--- src/rtl/mode_counter.sv ---
// Multi-mode sequencing counter: wrap-up, wrap-down, saturate-up and ping-pong,
// with programmable modulus, synchronous load, terminal-count pulse and wrap tally.
module mode_counter #(
    parameter int WIDTH   = 5,
    parameter int MOD     = 32,
    parameter int RST_VAL = 0,
    parameter int WRAP_W  = 8
) (
    input  logic              clk,
    input  logic              rst,
    input  logic              en,
    input  logic              load,
    input  logic [WIDTH-1:0]  load_val,
    input  logic [1:0]        mode,
    output logic [WIDTH-1:0]  cnt,
    output logic              dir,
    output logic              tc,
    output logic              sat,
    output logic [WRAP_W-1:0] wraps
);

    localparam logic [WIDTH-1:0] TOP = WIDTH'(MOD - 1);
    localparam logic [WIDTH-1:0] ONE = WIDTH'(1);

    typedef enum logic {
        UP   = 1'b0,
        DOWN = 1'b1
    } dir_t;

    dir_t             state, state_nx;
    logic [WIDTH-1:0] cnt_nx;
    logic [WIDTH-1:0] cur;
    logic             wrap_ev;

    always_ff @(posedge clk) begin
        if (rst) begin
            cnt   <= WIDTH'(RST_VAL);
            state <= UP;
            tc    <= 1'b0;
            wraps <= '0;
        end else begin
            cnt   <= cnt_nx;
            state <= state_nx;
            tc    <= wrap_ev;
            if (wrap_ev && (wraps != '1))
                wraps <= wraps + WRAP_W'(1);
        end
    end

    // An out-of-range count left over from a different modulus steps as if it were TOP.
    always_comb begin
        cur      = (cnt > TOP) ? TOP : cnt;
        cnt_nx   = cnt;
        state_nx = state;
        wrap_ev  = 1'b0;
        if (load) begin
            cnt_nx   = (load_val > TOP) ? TOP : load_val;
            state_nx = (mode == 2'b01) ? DOWN : UP;
        end else if (en) begin
            case (mode)
                2'b00: begin
                    state_nx = UP;
                    if (cur == TOP) begin
                        cnt_nx  = '0;
                        wrap_ev = 1'b1;
                    end else begin
                        cnt_nx = cur + ONE;
                    end
                end
                2'b01: begin
                    state_nx = DOWN;
                    if (cur == '0) begin
                        cnt_nx  = TOP;
                        wrap_ev = 1'b1;
                    end else begin
                        cnt_nx = cur - ONE;
                    end
                end
                2'b10: begin
                    state_nx = UP;
                    cnt_nx   = (cur == TOP) ? cur : cur + ONE;
                end
                default: begin
                    if (state == UP) begin
                        if (cur == TOP) begin
                            cnt_nx   = cur - ONE;
                            state_nx = DOWN;
                            wrap_ev  = 1'b1;
                        end else begin
                            cnt_nx = cur + ONE;
                        end
                    end else begin
                        if (cur == '0) begin
                            cnt_nx   = cur + ONE;
                            state_nx = UP;
                            wrap_ev  = 1'b1;
                        end else begin
                            cnt_nx = cur - ONE;
                        end
                    end
                end
            endcase
        end
    end

    assign dir = state;
    assign sat = (mode == 2'b10) && (cnt == TOP);

endmodule
--- config.mk ---
export PLATFORM = sky130hd
export DESIGN_NAME = mode_counter
export DESIGN_NICKNAME = d
export VERILOG_FILES = /design/src/rtl/mode_counter.sv
export SDC_FILE = /design/constraint.sdc
export NUM_CORES = 1
export LEC_CHECK = 0
export BUFFER_PORTS_ARGS = -buffer_cell sky130_fd_sc_hd__buf_2
export CORE_ASPECT_RATIO = 1.75
export CORE_MARGIN = 3
export CORE_UTILIZATION = 35
export CTS_CLUSTER_SIZE = 24
export DETAILED_ROUTE_END_ITERATION = 12
export GPL_TIMING_DRIVEN = 0
export SLEW_MARGIN = 20
export SYNTH_ARGS = -nofsm -noshare
export SYNTH_HDL_FRONTEND = slang
export SYNTH_SLANG_ARGS = --single-unit
--- constraint.sdc ---
create_clock -name clk -period 6.05 [get_ports clk]
set_input_delay 1.21 -clock clk [delete_from_list [all_inputs] [get_ports clk]]
set_output_delay 1.21 -clock clk [all_outputs]
set_load 0.05 [all_outputs]
## Yosys cells after proc, flatten, opt, wreduce, memory -nomap -nowiden

Cells that the tools add are included.

| storage, ports and cells | value |
|---|---|
| output and inout port bits | 16 |
| register bits after elaboration | 15 |
| input bits | 11 |

| cells by class | value |
|---|---|
| mux-type cells | 23 |
| add/subtract/negate cells | 3 |
| equal/unequal tests | 5 |
| reductions and logical operators | 6 |
| magnitude comparators | 2 |

Operators with widths:

| kind | number |
|---|---|
| 5-bit 2-to-1 mux | 10 |
| 5-bit case mux with 3 select lines | 1 |
| 5-bit == test, second input constant | 2 |
| 5-bit greater-than comparator, second input constant | 2 |
| 1-bit 2-to-1 mux | 10 |
| 8-bit by 1-bit adder with 8-bit output, second input constant | 1 |
| 8-bit != test, second input constant | 1 |
| 5-bit by 1-bit adder with 5-bit output, second input constant | 1 |
| 5-bit zero test | 1 |
| 5-bit by 1-bit subtractor with 5-bit output, second input constant | 1 |
| 1-bit case mux with 3 select lines | 1 |
| 2-bit by 1-bit == test with 1-bit output, second input constant | 1 |
| 2-bit == test, second input constant | 1 |
| 1-bit logical AND | 2 |
| 2-bit zero test | 1 |
| 1-bit case mux with 2 select lines | 1 |
| 2-bit nonzero test | 1 |
| 2-bit OR reduction | 1 |

## Logic depth before layout (Yosys ltp)

| logic depth | value |
|---|---|
| word-level depth | 9 |
| mapped depth | 9 |
| depth with buffers taken out | 8 |

## Worst setup path after synthesis

Ideal clock, no wire load.

| timing | value |
|---|---|
| path kind | input to output |
| start | input port mode[0] |
| end | output port sat |
| setup slack | 2.550 ns |
| stages | 4 |
| arrival time | 2.290 ns |
| path buffers | 1 |
| cell sequence | buf_2 > nor2b_1 > nand3_1 > nor2_1 |

| between the ends | value |
|---|---|
| cells in the longest elaborated chain, start to end | 2 |

Ends and longest elaborated chain:

| what | line | source |
|---|---|---|
| from (decl) | 14 | `input logic [1:0] mode,` |
| 2-bit == test | 107 | `assign sat = (mode == 2'b10) && (cnt == TOP);` |
| 1-bit logical AND | 107 |  |
| to (decl) | 18 | `output logic sat,` |

No other way between the ends.

## Worst setup path after layout

Ends and elaborated chain as after synthesis.

==> results.py <==
metrics = {
    "logic_synthesis": {
        "synthCells": 134,
        "netlist.area_leader.share": 0.274,
        "synth-simple-area-share": 0.295,
        "ys.warnings.count": 0,
        "ys_seq_area_frac": 0.274,
        "syn_nets": 149,
        "synth_top_family_by_area": "simple AND/OR/NAND/NOR gates",
        "netlist_area_um2": 1090,
        "async_flop_share": 0,
        "ys_top_cells_by_area": "dfxtp_1 27%, nor2_1 5.5%, ha_1 4.6%",
        "synthFlopType": "dfxtp_1",
        "avgSynthCellArea_um2": 8.17,
        "synth-seq-cells": 15,
        "synth_cell_types": 44,
        "synth_compound_area_frac": 0.256,
        "yosysTopAreaCell": "dfxtp_1",
        "synth_fa_ha_area_frac": 0.0457,
        "synthXorXnorAreaFrac": 0.0320,
        "synthMuxAreaShare": 0.0366,
        "synth_edf_count": 0,
    },
    "sta": {
        "relSlewSlack": 0.658,
        "hold_viol_final": 0,
        "setup_viol": 0,
        "tightest_slew_ns": 0.513,
        "slew_violations": 0,
        "fmax_mhz": 298,
        "finalClockSkew_ns": 0.00208,
        "post-route-period-util": 0.554,
        "fin_crit_ns": 3.35,
        "fin_tns_setup_ns": 0,
        "rsz0062_at_grt": "false",
    },
    "clock_network": {
        "cts_sinks": 15,
        "cts_made_buffers": 3,
        "cts_tree": "built",
        "cts_root_buffer": "clkbuf_8",
        "cts.path.max_buffers": 2,
        "cts-htree-levels": 1,
        "cts_resized": 0,
        "cts_hold_buf": 0,
        "clock_latency_ns": 0.25,
        "clk_pin_slew_ns": 0.07,
        "postCtsSetupBuffers": 0,
    },
    "power": {
        "net-switching-power_uw": 81.7,
        "internal-power_uw": 170,
        "switching_share": 0.325,
        "vdd_drop_max_v": 0.000106,
        "pwr-share-comb": 0.235,
        "total_power_uw": 252,
        "clockPowerShare": 0.336,
        "power.leakage_nw": 0.565,
        "p_seq_frac": 0.429,
        "power_density_nw_per_um2": 191,
    },
    "die": {
        "io_pins": 27,
        "row_count": 26,
        "die_y_um": 80.0,
        "start_util": 0.370,
        "die_area_um2": 3860,
        "core_area_um2": 2960,
        "die_w_um": 48.3,
    },
    "detailed_routing": {
        "via_per_inst": 5.43,
        "post_drt_wl_per_cell_um": 13.3,
        "dr.first_iter.drc_count": 24,
        "post-route-drc-count": 0,
        "first_pass_iters": 4,
        "ant_nets": 0,
        "routed_wl_mm": 2.71,
        "num_vias": 1107,
    },
    "run_status": {
        "outcome": "complete, no violations",
    },
    "setup_path": {
        "worstSetupStartpointType": "input port",
        "crit_arrival_ns": 2.14,
        "worst_setup_path_end_kind": "output port",
        "worstPathRequired_ns": 4.84,
        "critical_path_peak_fanout": 10,
        "critPathKind": "input port to output port",
    },
    "final_layout": {
        "seq_area_um2": 300,
        "num_antenna_cells": 0,
        "layout.nets": 178,
        "area_growth_pct": 20.0,
        "fin_cells": 204,
        "drive_gt1_frac": 0.235,
        "fillers": 326,
        "fin_util": 0.444,
        "multi_input_area_um2": 728,
    },
    "grt": {
        "grt_pass1_wl_mm": 4.77,
        "grt_pass1_vias": 1137,
        "antenna_found_initial": 0,
        "grt_use_total": 0.168,
        "grt-ovfl-total": 0,
        "grt_max_degree": 11,
    },
    "placement": {
        "io_buffers": 24,
        "gp_congestion": 0.861,
        "dp_cells": 200,
        "hpwl_mm": 2.15,
    },
    "worst_hold_path": {
        "hold_class": "register to register",
    },
    "flow_run": {
        "drv_cap": 0,
    },
}
-- cells by family after synthesis --
group           count (synthesis)
compound gates                 39
xor+xnor                        4
fa+ha+maj                       4
buf+inv                        15
flops                          15
mux                             3
simple gates                   54
-- registers in the layout, summed over array words and instances (netlist names) --
register	count
tc	1
wraps	8
dir	1
cnt	5
-- placed cells by master, fill, tap and decap left out, drive strengths merged, types with 2 or more instances in the layout --
master,netlist,routed
nand2,3,3
inv,5,5
xor2,2,2
ha,4,4
dfxtp,15,15
nand2b,5,5
mux2,2,2
a41oi,2,2
clkbuf,6,9
nor2b,6,6
a31oi,4,4
nor3,4,4
and3,2,2
a2111oi,2,2
a221oi,2,2
nand3,5,5
nor2,16,16
buf,4,28
a311oi,2,2
o211ai,3,3
a21oi,10,10
and4b,2,2
and4,2,2
and2,4,4
xnor2,2,2
a211oi,4,4
o21ai,3,3
nand4,2,2
-- critical path, cell delays in order --
cell	delay (ns)
buf_2	0.11
buf_2	0.17
nor2b_1	0.19
nand3_1	0.10
nor2_1	0.09
buf_2	0.26
-- metrics by stage --
| stage | setup WS, ns | area (um^2) | hold slack (ns) |
|---|---|---|---|
| 6_report | 2.70 | 1310 | 0.558 |
| 3_5_place_dp | 2.69 | 1270 | 0.548 |
| 2_1_floorplan | 2.55 | 1090 | 0.759 |
| 4_1_cts | 2.69 | 1310 | 0.571 |
| 3_3_place_gp | 2.69 | 1270 | 0.518 |
| 5_1_grt | 2.56 | 1310 | 0.613 |
-- power groups by stage --
| stage | registers (mW) | clock network [mW] | logic, mW |
|---|---|---|---|
| 2_1_floorplan | 0.120 | 0 | 0.0343 |
| 3_3_place_gp | 0.110 | 0 | 0.0584 |
| 3_5_place_dp | 0.110 | 0 | 0.0593 |
| 4_1_cts | 0.108 | 0.0870 | 0.0595 |
| 5_1_grt | 0.109 | 0.0901 | 0.0664 |
| 6_report | 0.108 | 0.0845 | 0.0590 |
-- per-layer routing --
| layer | wire length, um | vias to the layer above | track usage | part of all wire |
|---|---|---|---|---|
| li1 | - | 555 | - | - |
| met1 | 1080 | 515 | 0.195 | 0.40 |
| met2 | 1480 | 32 | 0.274 | 0.54 |
| met3 | 99 | 5 | 0.0226 | 0.037 |
| met4 | 50 | 0 | 0.0970 | 0.018 |
| met5 | 0 | - | 0 | 0 |
-- Yosys cell counts (3+ instances only) --
library cell,instances
nand2b_1,5
clkbuf_1,6
nor3_1,4
a31oi_1,4
inv_1,5
dfxtp_1,15
and2_1,4
o211ai_1,3
nand2_1,3
a21oi_1,9
a211oi_1,4
nand3_1,5
ha_1,4
nor2b_1,6
nor2_1,16
-- area by class of cell --
type | count | share of cell area
tap | 42 | 0.0400
multi-input combinational | 104 | 0.554
clock inverter | 1 | 0.00381
sequential | 15 | 0.229
timing repair buffer | 24 | 0.0914
clock buffer | 3 | 0.0314
buffer | 10 | 0.0362
inverter | 5 | 0.0143
-- worst paths after layout --
kind / from / end / slack (ns) / depth (start not counted)
max: mode[0] / sat / 2.70 / 6
min reg2reg: wraps[1]$_SDFFE_PP0P_ / wraps[1]$_SDFFE_PP0P_ / 0.56 / 2
min: wraps[1]$_SDFFE_PP0P_ / wraps[1]$_SDFFE_PP0P_ / 0.56 / 2
max reg2reg: cnt[1]$_SDFFE_PP0P_ / wraps[3]$_SDFFE_PP0P_ / 3.64 / 9
Power figures use the tool's default switching activity.
